File: src/rtl/ps2_key_disp_ctrl_pkg.sv
// ps2_pkg
// Shared definitions for the PS/2 key display controller:
//   - scan-byte constants for prefixes, modifiers and receiver error codes
//   - the prefix-decoder FSM state type
//   - small byte classification helpers
// No ports; imported by the controller top.
package ps2_pkg;

    localparam logic [7:0] PS2_BRK    = 8'hF0;
    localparam logic [7:0] PS2_EXT    = 8'hE0;
    localparam logic [7:0] PS2_LSHIFT = 8'h12;
    localparam logic [7:0] PS2_RSHIFT = 8'h59;
    localparam logic [7:0] PS2_CTRL   = 8'h14;
    localparam logic [7:0] PS2_ERR0   = 8'h00;
    localparam logic [7:0] PS2_ERR1   = 8'hFF;

    typedef enum logic [1:0] {
        ST_IDLE,
        ST_EXT,
        ST_BRK,
        ST_EXT_BRK
    } ps2_state_e;

    // Prefix bytes only steer the decoder; they never carry a key code.
    function automatic logic isPrefix(input logic [7:0] b);
        return (b == PS2_BRK) || (b == PS2_EXT);
    endfunction

    // Receiver error / overrun codes are thrown away and resync the decoder.
    function automatic logic isErr(input logic [7:0] b);
        return (b == PS2_ERR0) || (b == PS2_ERR1);
    endfunction

endpackage

File: src/rtl/ps2_key_disp_ctrl_if.sv
// ps2_key_disp_ctrl_if
// Bundles the byte stream from the PS/2 receiver FIFO and the registered key
// state handed to the seven-segment decoder.
//   rx_valid  : receiver has a byte available        (byte source -> controller)
//   rx_data   : received scan byte                   (byte source -> controller)
//   rx_ready  : byte consumed when rx_valid&&rx_ready (controller -> source)
//   scan_code : last non-modifier make code latched
//   count     : number of distinct non-modifier presses (wraps)
//   is_shift  : either shift key held
//   is_ctrl   : either ctrl key held
//   is_ext    : latched scan_code carried an E0 prefix
//   disp_en   : a non-modifier key is currently held
// Modports: master = byte source / display consumer, slave = controller.
interface ps2_key_disp_ctrl_if #(
    parameter int CNT_W = 8
) ();

    logic             rx_valid;
    logic [7:0]       rx_data;
    logic             rx_ready;
    logic [7:0]       scan_code;
    logic [CNT_W-1:0] count;
    logic             is_shift;
    logic             is_ctrl;
    logic             is_ext;
    logic             disp_en;

    modport master (
        output rx_valid,
        output rx_data,
        input  rx_ready,
        input  scan_code,
        input  count,
        input  is_shift,
        input  is_ctrl,
        input  is_ext,
        input  disp_en
    );

    modport slave (
        input  rx_valid,
        input  rx_data,
        output rx_ready,
        output scan_code,
        output count,
        output is_shift,
        output is_ctrl,
        output is_ext,
        output disp_en
    );

endinterface

File: src/rtl/ps2_key_disp_ctrl_prefix_timer.sv
// ps2_prefix_timer
// Counts idle cycles while the decoder waits for the byte following a prefix
// and flags when the wait has lasted TIMEOUT_CYC cycles.
//   clk     : system clock
//   rst     : synchronous reset, active-high
//   clear   : restart the count (a byte was accepted, or decoder is idle)
//   run     : a prefix is pending and no byte arrived this cycle
//   expired : this idle cycle is the TIMEOUT_CYC-th; abandon the sequence
module ps2_prefix_timer #(
    parameter int TIMEOUT_CYC = 1000000
) (
    input  logic clk,
    input  logic rst,
    input  logic clear,
    input  logic run,
    output logic expired
);

    localparam int             CW   = $clog2(TIMEOUT_CYC + 1);
    localparam logic [CW-1:0]  LAST = CW'(TIMEOUT_CYC - 1);

    logic [CW-1:0] r_idleCnt;

    // The counter lands on TIMEOUT_CYC on the same edge the decoder drops
    // back to idle; from then on the decoder sits in idle and clear holds
    // the count at zero, so it never runs past TIMEOUT_CYC.
    always_ff @(posedge clk) begin
        if (rst || clear) begin
            r_idleCnt <= '0;
        end else if (run) begin
            r_idleCnt <= r_idleCnt + CW'(1);
        end
    end

    assign expired = run && (r_idleCnt == LAST);

endmodule

File: src/rtl/ps2_key_disp_ctrl.sv
// ps2_key_disp_ctrl
// Turns the PS/2 scan byte stream into stable key state for the eight-digit
// seven-segment decoder: decodes E0/F0 prefixes, tracks shift/ctrl, filters
// typematic repeats, counts distinct presses and recovers from truncated
// prefix sequences through an idle timeout.
//   clk : system clock
//   rst : synchronous reset, active-high
//   bus : slave side of ps2_key_disp_ctrl_if (byte input + key state output)
module ps2_key_disp_ctrl
    import ps2_pkg::*;
#(
    parameter int CNT_W       = 8,
    parameter int TIMEOUT_CYC = 1000000
) (
    input  logic                 clk,
    input  logic                 rst,
    ps2_key_disp_ctrl_if.slave   bus
);

    ps2_state_e       r_state;
    logic [7:0]       r_scanCode;
    logic [CNT_W-1:0] r_count;
    logic             r_lshift;
    logic             r_rshift;
    logic             r_lctrl;
    logic             r_rctrl;
    logic             r_isShift;
    logic             r_isCtrl;
    logic             r_isExt;
    logic             r_dispEn;
    logic [8:0]       r_held;
    logic             r_heldValid;

    logic       w_accept;
    logic [7:0] w_byte;
    logic       w_evtMake;
    logic       w_evtBreak;
    logic       w_evtExt;
    logic       w_isLShift;
    logic       w_isRShift;
    logic       w_isCtrlCode;
    logic       w_isMod;
    logic       w_matchHeld;
    logic       w_lshiftNext;
    logic       w_rshiftNext;
    logic       w_lctrlNext;
    logic       w_rctrlNext;
    logic       w_timerRun;
    logic       w_timerClear;
    logic       w_expired;

    // No backpressure: everything offered outside reset is taken.
    assign w_accept = bus.rx_valid && !rst;
    assign w_byte   = bus.rx_data;

    assign w_isLShift   = (w_byte == PS2_LSHIFT);
    assign w_isRShift   = (w_byte == PS2_RSHIFT);
    assign w_isCtrlCode = (w_byte == PS2_CTRL);
    assign w_isMod      = w_isLShift || w_isRShift || w_isCtrlCode;
    assign w_matchHeld  = r_heldValid && (r_held == {w_evtExt, w_byte});

    // A code byte (not a prefix, not an error) completes a make or break
    // event whose flavour and E0 qualifier come from the state it lands in.
    always_comb begin
        w_evtMake  = 1'b0;
        w_evtBreak = 1'b0;
        w_evtExt   = 1'b0;
        if (w_accept && !isErr(w_byte) && !isPrefix(w_byte)) begin
            case (r_state)
                ST_IDLE:    w_evtMake  = 1'b1;
                ST_EXT:     begin w_evtMake  = 1'b1; w_evtExt = 1'b1; end
                ST_BRK:     w_evtBreak = 1'b1;
                ST_EXT_BRK: begin w_evtBreak = 1'b1; w_evtExt = 1'b1; end
                default:    w_evtMake  = 1'b0;
            endcase
        end
    end

    // Modifier bits are kept per physical key so releasing one shift or
    // ctrl does not drop the other; shift ignores E0, ctrl uses it to pick
    // the left or right key.
    always_comb begin
        w_lshiftNext = r_lshift;
        w_rshiftNext = r_rshift;
        w_lctrlNext  = r_lctrl;
        w_rctrlNext  = r_rctrl;
        if (w_evtMake || w_evtBreak) begin
            if (w_isLShift) w_lshiftNext = w_evtMake;
            if (w_isRShift) w_rshiftNext = w_evtMake;
            if (w_isCtrlCode && !w_evtExt) w_lctrlNext = w_evtMake;
            if (w_isCtrlCode &&  w_evtExt) w_rctrlNext = w_evtMake;
        end
    end

    // The timer only runs while a prefix is outstanding and nothing arrived;
    // an accept on the expiry cycle therefore suppresses expiry entirely.
    assign w_timerRun   = (r_state != ST_IDLE) && !w_accept;
    assign w_timerClear = w_accept || (r_state == ST_IDLE);

    ps2_prefix_timer #(
        .TIMEOUT_CYC (TIMEOUT_CYC)
    ) u_timer (
        .clk     (clk),
        .rst     (rst),
        .clear   (w_timerClear),
        .run     (w_timerRun),
        .expired (w_expired)
    );

    // Prefix decoder state plus all registered key outputs. A repeat of the
    // held key (typematic) changes nothing; a break only releases the display
    // if it names the held key, so rolled-over keys are ignored. Error bytes
    // and timeouts resync to idle without touching any output.
    always_ff @(posedge clk) begin
        if (rst) begin
            r_state     <= ST_IDLE;
            r_scanCode  <= 8'h00;
            r_count     <= '0;
            r_lshift    <= 1'b0;
            r_rshift    <= 1'b0;
            r_lctrl     <= 1'b0;
            r_rctrl     <= 1'b0;
            r_isShift   <= 1'b0;
            r_isCtrl    <= 1'b0;
            r_isExt     <= 1'b0;
            r_dispEn    <= 1'b0;
            r_held      <= 9'h000;
            r_heldValid <= 1'b0;
        end else begin
            r_lshift  <= w_lshiftNext;
            r_rshift  <= w_rshiftNext;
            r_lctrl   <= w_lctrlNext;
            r_rctrl   <= w_rctrlNext;
            r_isShift <= w_lshiftNext || w_rshiftNext;
            r_isCtrl  <= w_lctrlNext || w_rctrlNext;

            if (w_evtMake && !w_isMod && !w_matchHeld) begin
                r_scanCode  <= w_byte;
                r_isExt     <= w_evtExt;
                r_held      <= {w_evtExt, w_byte};
                r_heldValid <= 1'b1;
                r_dispEn    <= 1'b1;
                r_count     <= r_count + CNT_W'(1);
            end

            if (w_evtBreak && !w_isMod && w_matchHeld) begin
                r_heldValid <= 1'b0;
                r_dispEn    <= 1'b0;
            end

            if (w_accept) begin
                if (isErr(w_byte)) begin
                    r_state <= ST_IDLE;
                end else begin
                    case (r_state)
                        ST_IDLE: begin
                            if (w_byte == PS2_EXT)      r_state <= ST_EXT;
                            else if (w_byte == PS2_BRK) r_state <= ST_BRK;
                            else                        r_state <= ST_IDLE;
                        end
                        ST_EXT: begin
                            if (w_byte == PS2_BRK)      r_state <= ST_EXT_BRK;
                            else if (w_byte == PS2_EXT) r_state <= ST_EXT;
                            else                        r_state <= ST_IDLE;
                        end
                        ST_BRK: begin
                            if (w_byte == PS2_EXT)      r_state <= ST_EXT_BRK;
                            else if (w_byte == PS2_BRK) r_state <= ST_BRK;
                            else                        r_state <= ST_IDLE;
                        end
                        ST_EXT_BRK: begin
                            if (isPrefix(w_byte))       r_state <= ST_EXT_BRK;
                            else                        r_state <= ST_IDLE;
                        end
                        default:                        r_state <= ST_IDLE;
                    endcase
                end
            end else if (w_expired) begin
                r_state <= ST_IDLE;
            end
        end
    end

    assign bus.rx_ready  = ~rst;
    assign bus.scan_code = r_scanCode;
    assign bus.count     = r_count;
    assign bus.is_shift  = r_isShift;
    assign bus.is_ctrl   = r_isCtrl;
    assign bus.is_ext    = r_isExt;
    assign bus.disp_en   = r_dispEn;

endmodule

File: src/flat_wrapper.sv
// flat-port wrapper written by rule: the top's interface ports become plain ports
module ps2_key_disp_ctrl_flat import ps2_pkg::*;
#(
    parameter int CNT_W       = 8,
    parameter int TIMEOUT_CYC = 1000000
)
  (clk, rst, bus_rx_valid, bus_rx_data, bus_rx_ready, bus_scan_code, bus_count, bus_is_shift, bus_is_ctrl, bus_is_ext, bus_disp_en);
  ps2_key_disp_ctrl_if #(.CNT_W(CNT_W)) bus_i ();
  input  logic clk;
  input  logic rst;
  input wire logic [$bits(bus_i.rx_valid)-1:0] bus_rx_valid;
  input wire logic [$bits(bus_i.rx_data)-1:0] bus_rx_data;
  output wire logic [$bits(bus_i.rx_ready)-1:0] bus_rx_ready;
  output wire logic [$bits(bus_i.scan_code)-1:0] bus_scan_code;
  output wire logic [$bits(bus_i.count)-1:0] bus_count;
  output wire logic [$bits(bus_i.is_shift)-1:0] bus_is_shift;
  output wire logic [$bits(bus_i.is_ctrl)-1:0] bus_is_ctrl;
  output wire logic [$bits(bus_i.is_ext)-1:0] bus_is_ext;
  output wire logic [$bits(bus_i.disp_en)-1:0] bus_disp_en;
  assign bus_i.rx_valid = bus_rx_valid;
  assign bus_i.rx_data = bus_rx_data;
  assign bus_rx_ready = bus_i.rx_ready;
  assign bus_scan_code = bus_i.scan_code;
  assign bus_count = bus_i.count;
  assign bus_is_shift = bus_i.is_shift;
  assign bus_is_ctrl = bus_i.is_ctrl;
  assign bus_is_ext = bus_i.is_ext;
  assign bus_disp_en = bus_i.disp_en;
  ps2_key_disp_ctrl #(.CNT_W(CNT_W), .TIMEOUT_CYC(TIMEOUT_CYC)) u_core (.clk(clk), .rst(rst), .bus(bus_i));
endmodule
File: config.mk
export PLATFORM = sky130hd
export DESIGN_NAME = ps2_key_disp_ctrl_flat
export DESIGN_NICKNAME = d
export VERILOG_FILES = /design/src/rtl/ps2_key_disp_ctrl_pkg.sv /design/src/rtl/ps2_key_disp_ctrl_if.sv /design/src/rtl/ps2_key_disp_ctrl_prefix_timer.sv /design/src/rtl/ps2_key_disp_ctrl.sv /design/src/flat_wrapper.sv
export SDC_FILE = /design/constraint.sdc
export NUM_CORES = 1
export LEC_CHECK = 0
export CAP_MARGIN = 20
export CORE_MARGIN = 2
export CORE_UTILIZATION = 25
export DETAILED_ROUTE_END_ITERATION = 8
export GPL_ROUTABILITY_DRIVEN = 0
export SLEW_MARGIN = 5
export SYNTH_ARGS = -nofsm -noshare
export SYNTH_HDL_FRONTEND = slang
export SYNTH_SLANG_ARGS = --single-unit
File: constraint.sdc
create_clock -name clk -period 2 [get_ports clk]
set_input_delay 0.2 -clock clk [delete_from_list [all_inputs] [get_ports clk]]
set_output_delay 0.2 -clock clk [all_outputs]
set_load 0.02 [all_outputs]
==> results.toml, run 1 <==
[status]
outcome = "complete, no violations"

[logic_synthesis]
synthFlopType = "dfxtp_1"
synth_top_family_by_area = "simple AND/OR/NAND/NOR gates"
netlist_instances = 267
synthSimpleGateAreaFrac_pct = 24.8
ys_seq_area_share_pct = 39.7
syn-num-nets = 280
synth-compound-area-share_pct = 16.8
synth_cell_types = 52
yosys.area_share.adder_pct = 1.08
yosysWarningCount = 0
syn_area_per_cell_um2 = 8.68
synth_edf_count = 0
syn-cell-area_um2 = 2320
synthArstFlopShare_pct = 0
synth_xor_area_share_pct = 9.44
synth_mux_area_share_pct = 2.64
synth_seq_cells = 46

[timing]
max_slew.worst_pin.slew_ns = 0.395
min_period_ns = 1.92
final.setup.tns_ns = 0
rsz0062_at_grt = "false"
relSlewSlack_pct = 73.4
drv_slew = 0
post-route-period-util_pct = 96.2
setup_violations = 0
fmax_mhz = 520
fin_skew_ns = 0.0113
final-hold-violation-count = 0

[detailed_routing]
top_layer = "met4"
wl_met1_um = 2690
dr.pass1.iters = 4
num_vias = 2169
wl_um = 5660
ant_nets = 0
dr.first_iter.drc_count = 67
route.detailed.drc = 0
wl_per_cell_um = 12.9
vias_per_cell = 4.95
routed-wl-met2_um = 2710
route.met3.wl_um = 225

[cts]
cts_sinks = 46
cts_max_level = 2
cts_root_buf = "clkbuf_8"
ctsHoldBuffers = 0
cts_buffers = 5
cts_tree = "built"
path_clk_slew_ns = 0.10
cts_buffer_depth = 2
clk_latency_ns = 0.31

[setup_path]
end_kind = "flip-flop"
cp_cell_sequence = "clkdlybuf4s50_1, nor2b_2, o211a_4, o221ai_4, or4_2, a21oi_2"
crit_start = "bus_rx_valid"
cp_slowest_stage_delay_ns = 0.68
crit_arrival_ns = 2.17
reg2regPathDepth = 5
endpoint = "u_core.bus.count[6]"
r2r-start = "u_core.bus.count[0]"
cp.required_ns = 2.25
worstSetupStartpointType = "primary input"
crit_slowest_cell = "or4_2"
rrSetupSlack_ns = 0.21
cp_max_fo = 5
worstSetupPathType = "in -> reg"
worstReg2RegEnd = "u_core.bus.count[6]"

[cells_and_area]
final_layout_size_suffix_gt1_share_pct = 20.2
stdcell_count = 438
antennaDiodeCount = 0
fin_nets = 339
areaGrowthSynthToFinish_pct = 36.6
fin_area_um2 = 3170
final_core_util_pct = 34.8
nFillCells = 955

[grt]
grt_max_degree = 28
grt_first_pass_wirelength_um = 9740
antenna_found_initial = 0
grt-ovfl-total = 0
grt_pass1_vias = 2093
grt.total_usage_pct = 11.7

[floorplanning]
die_y_um = 100
placement_rows = 35
design.core.area_um2 = 9110
ios = 32
start_util_pct = 25.5
die_area_um2 = 10100
die_x_um = 100

[placed_design]
placed_cell_area_um2 = 2950
io_buffer_count = 31
hpwl_um = 4060
place_inst = 427

[run]
cap_violations = 0

[pwr]
cellPowerDensity_nw_per_um2 = 618
vdd_ir_drop_max_v = 0.000369
fin_total_pwr_uw = 1960
power.leakage_uw = 0.00110

[hold_path]
hold_path_class = "in -> reg"
min_delay_path_depth = 4
[per-layer routing]
| layer | vias to the layer above | track usage (%) |
|---|---|---|
| met1 | 1048 | 16.2 |
| met3 | 4 | 2.44 |
| met2 | 38 | 18.7 |
| met5 | - | 0 |
| met4 | 0 | 2.95 |
| li1 | 1079 | - |
[Yosys cell counts (2+ instances only)]
master / count / area (um^2)
mux2i_1: 5 / 50.1
nor3_1: 6 / 30.0
o31ai_1: 3 / 22.5
a21oi_1: 19 / 95.1
or3_1: 5 / 31.3
o41ai_1: 2 / 17.5
dfxtp_1: 46 / 921
buf_6: 3 / 33.8
nand3_1: 19 / 95.1
and3_1: 2 / 12.5
o21a_1: 2 / 15.0
and4_1: 2 / 17.5
o211ai_1: 2 / 15.0
ha_1: 2 / 25.0
nor2_1: 27 / 101
nand2_1: 14 / 52.6
nor3b_1: 2 / 15.0
inv_1: 7 / 26.3
or4_4: 2 / 22.5
o21ai_0: 14 / 70.1
buf_2: 7 / 35.0
and2_1: 4 / 25.0
or4_1: 3 / 22.5
xnor2_1: 15 / 131
o21ai_1: 3 / 15.0
o211a_1: 2 / 20.0
xor2_1: 10 / 87.6
nand4_1: 10 / 62.6
clkbuf_1: 6 / 22.5
[where the power goes]
group	leakage, uW	internal (uW)	switching, uW
registers	0.000372	933	18.1
logic	0.000664	140	139
clock network	0.0000591	381	346
[layout by cell type, fill, tap and decap left out, drive strengths merged, types with 2 or more instances in the layout]
| master | count |
|---|---|
| a21oi | 20 |
| and2 | 4 |
| and3 | 2 |
| and4 | 2 |
| buf | 38 |
| clkbuf | 5 |
| clkdlybuf4s50 | 26 |
| dfxtp | 46 |
| dlygate4sd2 | 4 |
| ha | 2 |
| inv | 9 |
| mux2i | 5 |
| nand2 | 14 |
| nand3 | 19 |
| nand4 | 10 |
| nor2 | 27 |
| nor2b | 2 |
| nor3 | 6 |
| nor3b | 2 |
| nor4 | 2 |
| o211a | 3 |
| o211ai | 2 |
| o21a | 2 |
| o21ai | 17 |
| o221ai | 2 |
| o311ai | 2 |
| o31ai | 3 |
| o41ai | 2 |
| or3 | 5 |
| or4 | 6 |
| xnor2 | 15 |
| xor2 | 10 |
[cells by family after synthesis]
family                   count (synthesis)
multiplexers                             6
XOR/XNOR                                25
AO/OA/AOI/OAI                           57
adder cells (fa/ha/maj)                  2
AND/OR/NAND/NOR                        106
flip-flops                              46
buffers and inverters                   25
[registers in the layout (all words and copies together), names as in the netlist]
register,cells
u_core.u_timer.r_idleCnt,20
u_core.r_held,9
u_core.bus.count,8
u_core.r_state,2
u_core.bus.disp_en,1
u_core.bus.is_ctrl,1
u_core.bus.is_shift,1
u_core.r_lctrl,1
u_core.r_lshift,1
u_core.r_rctrl,1
u_core.r_rshift,1
[worst min path at each step]
stage | startpoint | endpoint | slack, ns
global placement | u_core.u_timer.r_idleCnt[0] | u_core.u_timer.r_idleCnt[0] | 0.45
global route | bus_rx_data[3] | u_core.r_held[3] | 0.40
CTS | u_core.u_timer.r_idleCnt[0] | u_core.u_timer.r_idleCnt[0] | 0.48
detailed placement | u_core.u_timer.r_idleCnt[0] | u_core.u_timer.r_idleCnt[0] | 0.45
finish | bus_rx_data[3] | u_core.r_held[3] | 0.39
floorplan | bus_rx_data[0] | u_core.r_held[0] | 0.35
[area by class of cell]
cell class,instances,area [um^2],area share (%)
Clock buffer,5,68.8,2.17
Clock inverter,3,47.5,1.50
Inverter,7,26.3,0.830
Multi-Input combinational cell,197,1350,42.7
Sequential cell,46,921,29.1
Tap cell,111,139,4.39
Timing Repair Buffer,69,613,19.4
[through the flow]
step	hold WS, ns	setup WS, ns
2_1_floorplan	0.348	0.103
3_3_place_gp	0.445	-0.545
3_5_place_dp	0.452	-0.543
4_1_cts	0.476	0.000354
5_1_grt	0.404	0.0252
6_report	0.389	0.0760
[worst max-delay path: cells and delay by family]
kind / cells / cell delay, ns
AOI/OAI and AO/OA: 3 / 0.52
buffers and inverters: 1 / 0.51
and+or+nand+nor: 2 / 0.94
[timing repair]
action,CTS,global route
gates resized for setup,8,8
setup endpoints to repair,18,16
setup buffers,0,3
pin swaps,3,4
cloned,1,0
(Power assumes the default switching activity.)
==> inputs of run 2 (changes only) <==
PLACE_DENSITY = 0.45   (was default)
==> run 2 against run 1 <==
Sequential cell count stayed put. Clock skew is 0.0059 ns higher. Register-to-register slack better by 0.09 ns. First-iteration DRC count is 25% lower. Cell area is 0.59% higher. Wire length is 8.0% higher. Combinational power hardly changed. Cell count is 0.68% higher. Global-route usage is 0.45 points higher. Sequential share of layout area is 0.17 points lower. Power is 7.3% higher.
==> results.toml, run 2 (synthesis gave the netlist of run 1 again) <==
[grt]
grt_pass1_vias = 1987
grt.total_usage_pct = 12.2
antenna_found_initial = 0
grt-ovfl-total = 0
grt_max_degree = 27
grt_first_pass_wirelength_um = 9760

[floorplanning]
placement_rows = 35
design.core.area_um2 = 9110
ios = 32
start_util_pct = 25.5
die_y_um = 100
die_x_um = 100
die_area_um2 = 10100

[cts]
cts_sinks = 46
cts_buffers = 5
cts_tree = "built"
cts_max_level = 2
clk_latency_ns = 0.31
path_clk_slew_ns = 0.10
cts_buffer_depth = 2
cts_root_buf = "clkbuf_8"

[setup_path]
worstSetupPathType = "in -> reg"
rrSetupSlack_ns = 0.30
worstSetupStartpointType = "primary input"
cp.depth = 8
endpoint = "u_core.bus.count[5]"
cp.required_ns = 2.25
cp_cell_sequence = "clkdlybuf4s50_1, or4_4, o211a_4, o221ai_4, buf_6, buf_4, o31ai_1, a21oi_1"
crit_buf_inv = 3
end_kind = "flip-flop"
worstReg2RegEnd = "u_core.u_timer.r_idleCnt[19]"
crit_slowest_cell = "or4_4"
reg2regPathDepth = 5
crit_start = "bus_rx_data[5]"
crit_arrival_ns = 2.19
cp_max_fo = 5
r2r-start = "u_core.u_timer.r_idleCnt[2]"
cpLargestDelayFamily = "compound AO/OA/AOI/OAI gates"
cp_slowest_stage_delay_ns = 0.52

[hold_path]
hold_path_class = "in -> reg"

[cells_and_area]
final_core_util_pct = 35.0
fin_nets = 342
multi_input_area_um2 = 1300
layout_commonest_cell = "dfxtp_1"
antennaDiodeCount = 0
areaGrowthSynthToFinish_pct = 37.4
mostFrequentLayoutCells = "dfxtp_1, buf_4, nor2_1"
largest_reg_flops = 20
nFillCells = 956
regArea_um2 = 921
final_layout_size_suffix_gt1_share_pct = 19.1
regMostFlops = "u_core.u_timer.r_idleCnt"

[timing]
setup_violations = 0
max_slew.worst_pin.slew_ns = 0.399
drv_slew = 0
setup_slack_ns = 0.0617
relSlewSlack_pct = 73.1
fmax_mhz = 516
post-route-period-util_pct = 96.9
min_period_ns = 1.94
rsz0062_at_grt = "false"
final-hold-violation-count = 0
final.setup.tns_ns = 0
fin_skew_ns = 0.0172

[placed_design]
io_buffer_count = 31
hpwl_um = 4440
place_ws_ns = -0.439

[detailed_routing]
dr.pass1.iters = 4
wl_um = 6110
ant_nets = 0
dr.first_iter.drc_count = 50
wl_per_cell_um = 13.9
vias_per_cell = 4.78
num_vias = 2106
route.detailed.drc = 0

[run]
cap_violations = 0

[pwr]
fin_total_pwr_uw = 2100
vdd_ir_drop_max_v = 0.000287
power.leakage_uw = 0.00115
cellPowerDensity_nw_per_um2 = 660

[status]
outcome = "complete, no violations"
## run 2: cell types whose count changed in the layout (fill, tap and decap cells not counted), moves of 2 or more
cell	change
inv_6	-2
nor3_2	-2
dlymetal6s2s_1	+3
dlygate4sd2_1	-2
nor3_1	+2
buf_6	+3
## run 2: worst min path at each step
stage,startpoint,end,slack (ns),cells past startpoint
2_1_floorplan,bus_rx_data[0],u_core.r_held[0],0.35,2
3_3_place_gp,u_core.u_timer.r_idleCnt[0],u_core.u_timer.r_idleCnt[0],0.44,1
3_5_place_dp,u_core.u_timer.r_idleCnt[0],u_core.u_timer.r_idleCnt[0],0.46,1
4_1_cts,u_core.u_timer.r_idleCnt[0],u_core.u_timer.r_idleCnt[0],0.48,1
5_1_grt,bus_rx_data[0],u_core.r_held[0],0.35,4
6_report,bus_rx_data[0],u_core.r_held[0],0.34,4
## run 2: final cells by class
cell class	instances	area share [%]
Timing Repair Buffer	72	20.6
Inverter	7	0.825
Clock inverter	2	1.89
Sequential cell	46	28.9
Tap cell	111	4.36
Clock buffer	6	2.59
Multi-Input combinational cell	197	40.8
## run 2: worst reg2reg max path: stages, from the launching register on
cell     delay [ns]
dfxtp_1        0.39
nand3_1        0.17
nor4_1         0.40
nand4_1        0.21
or3_1          0.35
a21oi_1        0.13
## run 2: repair_timing
item,in CTS,in global routing
pin swaps,6,5
cloned,0,2
hold endpoints to repair,0,0
setup endpoints to repair,15,15
resized for setup,7,7
buffers inserted,1,2
hold buffers,0,0
## run 2: metal layers
layer / share of wire (%) / wire length [um] / track usage (%)
met5: 0 / 0 / 0
met4: 0.79 / 48 / 3.16
met3: 3.2 / 193 / 2.58
met2: 48 / 2960 / 20.7
met1: 48 / 2910 / 15.7
## run 2: power by group
group	leakage, uW	internal, uW	switching, uW
logic	0.000708	142	138
clock network	0.0000714	534	337
registers	0.000372	933	17.6
total	0.00115	1610	493
## run 2: metrics by stage
step,instances,hold WS (ns),instance area (um^2)
2_1_floorplan,267,0.348,2320
3_3_place_gp,428,0.445,2960
3_5_place_dp,428,0.463,2960
4_1_cts,437,0.484,3130
5_1_grt,441,0.348,3190
6_report,441,0.339,3190
